`src/rtl/mem_port_arbiter.sv`:
```
// -----------------------------------------------------------------------------
// mem_port_arbiter
//
// Purpose: shares one pipelined memory port between an instruction-fetch
// requester and a data (load/store) requester. Arbitration is combinational
// and gives the data port priority. An in-order owner FIFO records who owns
// each accepted transaction, so every memory response goes back to the port
// that issued it.
//
// Optional feature (compile-time macro ARB_STARVE_GUARD_EN):
//   Counts consecutive data grants made while fetch is waiting. When the count
//   reaches STARVE_LIMIT, fetch wins the next grant. Without the macro the
//   counter does not exist and data always wins.
//
// Parameters:
//   size            address / data width
//   MAX_OUTSTANDING accepted but unanswered transactions allowed (1..4)
//   STARVE_LIMIT    consecutive data grants before fetch is forced (guard only)
//
// Ports:
//   clk, reset        clock (rising edge); asynchronous active-low reset
//   if_req/if_addr    fetch request and address
//   if_gnt            fetch request accepted this cycle
//   if_rvalid/if_rdata fetch response
//   d_req/d_we/d_addr/d_wdata/d_ctrl  data request and payload
//   d_gnt             data request accepted this cycle
//   d_rvalid/d_rdata  data response (load data or write acknowledge)
//   mem_req/mem_we/mem_addr/mem_wdata/mem_ctrl  request to memory
//   mem_gnt           memory accepts the request this cycle
//   mem_rvalid/mem_rdata  in-order response from memory
//   err_o             sticky flag: a response arrived with nothing outstanding
//
// Handshake: a requester raises req with a stable payload and holds both until
// it sees its gnt. A transfer happens in exactly the cycle where mem_req and
// mem_gnt are both high; that cycle produces the one gnt back to the owner.
// Responses carry no ready: memory returns exactly one mem_rvalid per accepted
// transaction, in acceptance order, and this block forwards it the same cycle.
// -----------------------------------------------------------------------------
module mem_port_arbiter #(
   parameter int size            = 32,
   parameter int MAX_OUTSTANDING = 2,
   parameter int STARVE_LIMIT    = 4
) (
   input  logic            clk,
   input  logic            reset,

   input  logic            if_req,
   input  logic [size-1:0] if_addr,
   output logic            if_gnt,
   output logic            if_rvalid,
   output logic [size-1:0] if_rdata,

   input  logic            d_req,
   input  logic            d_we,
   input  logic [size-1:0] d_addr,
   input  logic [size-1:0] d_wdata,
   input  logic [2:0]      d_ctrl,
   output logic            d_gnt,
   output logic            d_rvalid,
   output logic [size-1:0] d_rdata,

   output logic            mem_req,
   output logic            mem_we,
   output logic [size-1:0] mem_addr,
   output logic [size-1:0] mem_wdata,
   output logic [2:0]      mem_ctrl,
   input  logic            mem_gnt,
   input  logic            mem_rvalid,
   input  logic [size-1:0] mem_rdata,

   output logic            err_o
);

   localparam int CW = $clog2(MAX_OUTSTANDING + 1);
   localparam int PW = (MAX_OUTSTANDING > 1) ? $clog2(MAX_OUTSTANDING) : 1;

   // Fetch accesses are always full-word loads.
   localparam logic [2:0] FETCH_CTRL = 3'b010;

   logic [CW-1:0]              count;
   logic [PW-1:0]              wr_ptr;
   logic [PW-1:0]              rd_ptr;
   logic [MAX_OUTSTANDING-1:0] owner_q;   // 1 = data, 0 = fetch
   logic                       err_q;

   logic full;
   logic sel_data;
   logic push;
   logic pop;
   logic head_owner;

   function automatic logic [PW-1:0] ptr_inc(input logic [PW-1:0] p);
      if (p == PW'(MAX_OUTSTANDING - 1)) begin
         return '0;
      end
      return p + PW'(1);
   endfunction

   // A pop in the same cycle deliberately does not free a slot: the block
   // depends only on the registered count, keeping mem_rvalid off the
   // mem_req path.
   assign full = (count == CW'(MAX_OUTSTANDING));

`ifdef ARB_STARVE_GUARD_EN
   localparam int SW = (STARVE_LIMIT > 0) ? $clog2(STARVE_LIMIT + 1) : 1;

   logic [SW-1:0] starve_cnt;
   logic          starve_hit;

   assign starve_hit = (starve_cnt >= SW'(STARVE_LIMIT));
   assign sel_data   = d_req && !(if_req && starve_hit);

   // Only data grants that made a waiting fetch wait longer are counted.
   always_ff @(posedge clk or negedge reset) begin
      if (!reset) begin
         starve_cnt <= '0;
      end else if (!if_req || if_gnt) begin
         starve_cnt <= '0;
      end else if (d_gnt && !starve_hit) begin
         starve_cnt <= starve_cnt + SW'(1);
      end
   end
`else
   logic unused_starve_limit;

   assign unused_starve_limit = (STARVE_LIMIT > 0);
   assign sel_data            = d_req;
`endif

   // Reset gates the request combinationally so nothing leaves the block
   // while reset is held, independent of the requester inputs.
   assign mem_req = reset && !full && (if_req || d_req);
   assign push    = mem_req && mem_gnt;
   assign d_gnt   = push && sel_data;
   assign if_gnt  = push && !sel_data;

   always_comb begin
      mem_we    = 1'b0;
      mem_addr  = if_addr;
      mem_wdata = '0;
      mem_ctrl  = FETCH_CTRL;
      if (sel_data) begin
         mem_we    = d_we;
         mem_addr  = d_addr;
         mem_wdata = d_wdata;
         mem_ctrl  = d_ctrl;
      end
   end

   // Responses with nothing outstanding are dropped here and flagged below.
   assign pop        = mem_rvalid && (count != '0);
   assign head_owner = owner_q[rd_ptr];
   assign if_rvalid  = pop && !head_owner;
   assign d_rvalid   = pop && head_owner;
   assign if_rdata   = mem_rdata;
   assign d_rdata    = mem_rdata;
   assign err_o      = err_q;

   always_ff @(posedge clk or negedge reset) begin
      if (!reset) begin
         count   <= '0;
         wr_ptr  <= '0;
         rd_ptr  <= '0;
         owner_q <= '0;
         err_q   <= 1'b0;
      end else begin
         if (push) begin
            owner_q[wr_ptr] <= sel_data;
            wr_ptr          <= ptr_inc(wr_ptr);
         end
         if (pop) begin
            rd_ptr <= ptr_inc(rd_ptr);
         end
         case ({push, pop})
            2'b10:   count <= count + CW'(1);
            2'b01:   count <= count - CW'(1);
            default: count <= count;
         endcase
         if (mem_rvalid && (count == '0)) begin
            err_q <= 1'b1;
         end
      end
   end

endmodule

```
`config.mk`:
```
export PLATFORM = sky130hd
export DESIGN_NAME = mem_port_arbiter
export DESIGN_NICKNAME = d
export VERILOG_FILES = /design/src/rtl/mem_port_arbiter.sv
export SDC_FILE = /design/constraint.sdc
export NUM_CORES = 1
export LEC_CHECK = 0
export ABC_AREA = 1
export CAP_MARGIN = 10
export CORE_AREA = 2 2 106 108
export DETAILED_ROUTE_END_ITERATION = 10
export DIE_AREA = 0 0 108 110
export SLEW_MARGIN = 20
export SYNTH_ARGS = -nofsm -noshare
export SYNTH_HDL_FRONTEND = slang
export SYNTH_SLANG_ARGS = --single-unit
```
`constraint.sdc`:
```
create_clock -name clk -period 1.3 [get_ports clk]
set_input_delay 0.195 -clock clk [delete_from_list [all_inputs] [get_ports clk]]
set_output_delay 0.195 -clock clk [all_outputs]
set_load 0.005 [all_outputs]
```
==> impl_results.md, run 1 <==
- N_diodes: 0
- Area delta synth->final: 119%
- Number of max-cap violations: 0
- Top fanout value on the critical path: 2
- Post-layout min period: about 1.5 ns
- Final slew viol count: 0
- Root Driver: clkbuf_8
- H-tree depth: 1
- Vias in the first global route: 2083
- Cells after synthesis: roughly 290
- Met3 usage: 2.41%
- Static leakage: 1.91 nW
- IO Count: 276
- Setup TNS: -1.12 ns
- Sequential cell area fraction in the yosys report: 11.1%
- Setup crit end kind: register
- Post-CTS Hold Fix Bufs: 0
- CP arrival: ~1.6 ns
- Die area: between 10000 and 15000 µm²
- Outcome: finished, violations left
- CP most frequent cell: buf_6
- Via count: 2077
- Aggregate global routing overflow: 0
- Die width: 108 µm
- Clk Latency, worst-skew pair: approximately 0.23 ns
- Vias/cell: 3.65
- Antenna violations before repair: 0
- CP Class: register to register
- Core ar.: ~11000 µm²
- Critical path's largest stage delay: between 0.3 and 0.4 ns
- Num Clock Sinks: 7
- Library cells used by synthesis: 20
- Initial DRC count: 39
- CTS tree: yes
- Share of layout cells above drive strength 1: 23.5%
- Cell Pwr Density: 707 nW/µm²
- Clock Skew: 0.00483 ns
- Final worst slack: -0.220 ns
- Maximum clock path buffer count: 2
- Final Hold Fails: 0
- Met2 GRT Util: 18.8%
- DPL Wire Length: roughly 5.2 mm
- DR pass1 iterations: 6
- Syn. warnings: 0
- VDD IR max: 0.468 mV
- Final Wtd Congestion: 0.757
- Seq cells post-synth: 7
- Final WL: about 6.6 mm
- Worst-path clk slew: 0.04 ns
- Element type at the critical path start: register
- Post-DRT Antenna Nets: 0
- Global Route Usage Sum: between 10% and 20%
- Hold crit path type: input pin to asynchronous set/reset pin
- Mapped Nets: 426
- PortBufs: 179
- Setup WS pre-CTS: -0.530 ns
- Actual slew at the worst max-slew pin: 0.166 ns
- Slew margin rel.: 88.9%
- Post-DP Area: around 3200 µm²
- Largest net degree at the start of global routing: 17
- Initial core utilization: 14.7%
- Gr busiest metal: met2
- F_max: between 600 and 700 MHz
- Synthesized area per cell: around 5.5 µm²
- Fill cells: 1148
- Cell area after layout: 3440 µm²
- FF-to-FF setup slack: -0.22 ns
- Setup-failing EPs final: 7
- Fin crit share: 117%
- Hold_ws: 0.0834 ns
- Failing checks: negative setup slack
- Cell row count: 38
- Critical-path cell list: buf_6, o21ai_4, buf_6, inv_2, ha_4, a21oi_2, o21ai_2, xor2_1
- Die height: between 100 and 150 µm
- # nets final: 569
- GR Util met1: 11.6%
- First-pass GRT wire length: 9.76 mm
- Unrepaired setup endpoints after global routing: true
- WL/cell: 11.7 µm
- Num CTS Buffers: 3
- Synthesized cell area: around 1600 µm²
- CP max-delay cell: dfrtp_1
- Worst Path Required: 1.41 ns
- DRC: 0
[metrics by stage]
stage	utilization, %	instances	total power [mW]
after floorplan	-	287	1.07
after global routing	32.2	569	2.64
after CTS	31.8	565	2.37
after global placement	29.8	548	1.84
after detailed placement	29.8	548	1.86
final	32.2	569	2.43
[what timing repair did]
| item | CTS | global route |
|---|---|---|
| gates resized for setup | 121 | 18 |
| gates cloned | 3 | 1 |
| setup endpoints to repair | 75 | 18 |
| buffers inserted | 10 | 3 |
| pin swaps | 2 | 3 |
[final cells by class]
class	count	area, µm²	share of cell area, %
multi-input combinational	163	762	22.1
sequential	7	175	5.09
clock buffer	4	45.0	1.31
tap	140	175	5.09
inverter	42	170	4.95
timing repair buffer	213	2110	61.4
[power by group]
group	internal, mW	switching (mW)
sequential	0.318	0.0661
combinational	1.05	0.684
clock	0.213	0.0983
[flip-flops by register name (all words and copies together), names as in the netlist]
signal   flops
count        2
err_o        1
owner_q      2
rd_ptr       1
wr_ptr       1
[worst max-delay path: cells and delay by family (launching register included)]
kind	cells	cell delay (ns)
adders and majority gates	1	0.23
AOI/OAI and AO/OA	3	0.34
xor gates and xnor gates	1	0.15
buffers and inverters	3	0.28
DFF	1	0.39
[cells by family (layout without fill, tap and decap cells)]
logic type / after synthesis / count (layout) / share of synthesized area, %
xor+xnor: 3 / 3 / 1.67
simple gates: 154 / 154 / 40.5
compound gates: 5 / 5 / 1.83
flops: 7 / 7 / 11.1
buf+inv: 117 / 259 / 44.1
fa+ha+maj: 1 / 1 / 0.795
[routing by layer]
| layer | routed length [µm] | up-vias |
|---|---|---|
| met5 | 0 | - |
| met4 | 139 | 0 |
| met3 | 618 | 26 |
| met2 | 3270 | 123 |
| met1 | 2600 | 875 |
| li1 | - | 1053 |
[cell usage after synthesis (all sizes together)]
cell | n | area share, %
a21oi | 2 | 0.64
a31o | 1 | 0.56
buf | 75 | 34
dfrtp | 7 | 11
ha | 1 | 0.80
inv | 42 | 10
nand2 | 143 | 35
nand4 | 4 | 1.6
nor2 | 6 | 3.3
o21ai | 2 | 0.64
or2 | 1 | 0.40
xnor2 | 1 | 0.56
xor2 | 2 | 1.1
[cell usage in the layout (no fill, tap or decap), drive strengths merged]
| cell type | n |
|---|---|
| nor2 | 6 |
| nand2 | 143 |
| or2 | 1 |
| xnor2 | 1 |
| a21oi | 2 |
| o21ai | 2 |
| inv | 42 |
| buf | 38 |
| clkdlybuf4s50 | 101 |
| a31o | 1 |
| clkbuf | 10 |
| dlygate4sd2 | 60 |
| bufbuf | 1 |
| clkdlybuf4s15 | 6 |
| xor2 | 2 |
| nand4 | 4 |
| dfrtp | 7 |
| ha | 1 |
| dlymetal6s2s | 1 |
[worst paths after layout]
kind	depth (start not counted)	endpoint	from
min in group clk	0	if_rdata[18]	mem_rdata[18]
setup reg to reg	8	count[1]	count[1]
setup / recovery	8	count[1]	count[1]
hold reg to reg	1	err_o	err_o
hold / removal	2	count[0]	reset
max in group asynchronous	2	owner_q[1]	reset
Power figures use the tool's default switching activity.
==> inputs of run 2 (changes only) <==
Settings changed: ABC_CLOCK_PERIOD_IN_PS set to 1300, SKIP_CTS_REPAIR_TIMING set to 1.
==> impl_results.md, run 2 (same netlist as run 1, synthesis figures left out) <==
- Clock Skew: 0.00680 ns (was 0.00483 ns)
- WL/cell: 11.9 µm (was 11.7 µm)
- CP arrival: 1.64 ns (was 1.63 ns)
- DRC: 0 (unchanged)
- Top flop regs: count x2, owner_q x2 (unchanged)
- Clk Latency, worst-skew pair: 0.23 ns (about the same)
- Root Driver: clkbuf_8 (unchanged)
- F_max: 652 MHz (was 658 MHz)
- Core ar.: 10700 µm² (unchanged)
- Largest net degree at the start of global routing: 34 (was 17)
- N_diodes: 0 (unchanged)
- Initial core utilization: 14.7% (unchanged)
- Finished Core Util: 34.4% (was 32.2%)
- Static leakage: 2.57 nW (was 1.91 nW)
- Top fanout value on the critical path: 4 (was 2)
- Footprint of the multi-input gates: 752 µm² (was 762 µm²)
- Antenna violations before repair: 0 (unchanged)
- Global Route Usage Sum: 9.25% (was 10.3%)
- Die height: 110 µm (unchanged)
- IO Count: 276 (unchanged)
- DR pass1 iterations: 4 (was 6)
- Aggregate global routing overflow: 0 (unchanged)
- Cell row count: 38 (unchanged)
- Hold crit path type: input pin to register (was input pin to asynchronous set/reset pin)
- Setup crit end kind: register (unchanged)
- Failing checks: negative setup slack (unchanged)
- Post-DRT Antenna Nets: 0 (unchanged)
- Fill cells: 1122 (was 1148)
- First-pass GRT wire length: 8.99 mm (was 9.76 mm)
- Die width: 108 µm (unchanged)
- Unrepaired setup endpoints after global routing: true (unchanged)
- Worst Path Required: 1.41 ns (about the same)
- Via count: 2132 (was 2077)
- VDD IR max: 0.472 mV (was 0.468 mV)
- Slew margin rel.: 76.9% (was 88.9%)
- Num Clock Sinks: 7 (unchanged)
- DPL Wire Length: 5.19 mm (unchanged)
- # nets final: 574 (was 569)
- Most frequent cells in the layout: nand2_1 (139), clkdlybuf4s50_1 (101), dlymetal6s2s_1 (67), inv_2 (36), buf_4 (21) (was nand2_1 (138), clkdlybuf4s50_1 (101), dlygate4sd2_1 (60), inv_2 (37), buf_4 (15))
- Vias/cell: 3.71 (was 3.65)
- PortBufs: 179 (unchanged)
- Final Hold Fails: 0 (unchanged)
- Cell Pwr Density: 648 nW/µm² (was 707 nW/µm²)
- Die area: 11900 µm² (unchanged)
- Commonest non-fill, non-tap cell in the layout: nand2_1 (unchanged)
- Number of max-cap violations: 0 (unchanged)
- Setup TNS: -1.01 ns (was -1.12 ns)
- H-tree depth: 1 (unchanged)
- Vias in the first global route: 2003 (was 2083)
- Fin crit share: 118% (was 117%)
- CP Class: register to register (unchanged)
- Post-layout min period: 1.53 ns (was 1.52 ns)
- Area delta synth->final: 134% (was 119%)
- Share of layout cells above drive strength 1: 23.3% (was 23.5%)
- Sequential Area: 175 µm² (unchanged)
- Outcome: finished, violations left (unchanged)
- Num CTS Buffers: 3 (unchanged)
- Final worst slack: -0.233 ns (was -0.220 ns)
- Worst-path clk slew: 0.04 ns (about the same)
- CTS tree: yes (unchanged)
- Final slew viol count: 0 (unchanged)
- Actual slew at the worst max-slew pin: 0.345 ns (was 0.166 ns)
- Setup-failing EPs final: 8 (was 7)
- Maximum clock path buffer count: 2 (unchanged)
- Setup WS pre-CTS: -0.530 ns (unchanged)
- Element type at the critical path start: register (unchanged)
- Final Wtd Congestion: 0.757 (unchanged)
- Initial DRC count: 63 (was 39)
- Final WL: 6.84 mm (was 6.64 mm)
run 2: changes by cell type in the layout (fill, tap and decap cells not counted), moves of 2 or more:
| cell | change |
|---|---|
| buf_6 | -5 |
| buf_2 | -2 |
| buf_16 | -2 |
| buf_4 | +6 |
| dlymetal6s2s_1 | +66 |
| clkbuf_16 | +2 |
| clkbuf_2 | +4 |
| clkdlybuf4s15_1 | -6 |
| dlygate4sd2_1 | -60 |
run 2: metal layers:
layer | GRT usage (%) | part of all wire, %
met5 | 0 | 0
met1 | 9.97 | 38
met2 | 17.2 | 50
met3 | 2.35 | 9.6
met4 | 3.94 | 2.3
run 2: critical path, stage by stage, from the launching register on:
cell and delay [ns]:
dfrtp_1 0.38, buf_6 0.12, nand2_4 0.08, nand2_4 0.06, nor2_8 0.10, nand2_4 0.09
ha_4 0.23, a21oi_2 0.10, o21ai_1 0.09, xor2_1 0.16
run 2: area by class of cell:
class	count	area share, %
inverters	42	4.63
multi-input cells	163	20.4
well taps	140	4.76
clock buffers	4	1.22
repair buffers	218	64.2
flip-flops and latches	7	4.76
run 2: final timing paths:
kind                            slack, ns        from  depth (start not counted)       end
worst max-delay path                -0.23    count[1]                          9  count[1]
worst min-delay path                 0.31  mem_rvalid                          2     err_o
worst max register to register      -0.23    count[1]                          9  count[1]
worst min register to register       0.47       err_o                          1     err_o
max in group asynchronous            0.44       reset                          3    wr_ptr
min in group asynchronous            0.60       reset                          3    rd_ptr
run 2: metrics by stage:
step,power (mW),instance area [µm²],instances,hold WS [ns]
after floorplan,1.07,1590,287,-0.101
after global placement,1.84,3190,548,0.390
after detailed placement,1.86,3190,548,0.390
after CTS,2.19,3240,552,0.349
after global routing,2.57,3680,574,0.338
final,2.38,3680,574,0.315
run 2: report_power, final:
group	switching, mW	leakage (nW)	internal (mW)	total (mW)
combinational	0.658	2.47	1.03	1.69
clock	0.101	0.0228	0.213	0.314
sequential	0.0621	0.0809	0.318	0.380
total	0.821	2.57	1.56	2.38
==> inputs of run 3 (changes only) <==
Settings changed: CAP_MARGIN 10 to 20, PLACE_DENSITY set to 0.6.
==> results of run 3 <==
The final DEF is identical to that of run 2; final timing and power are the same.
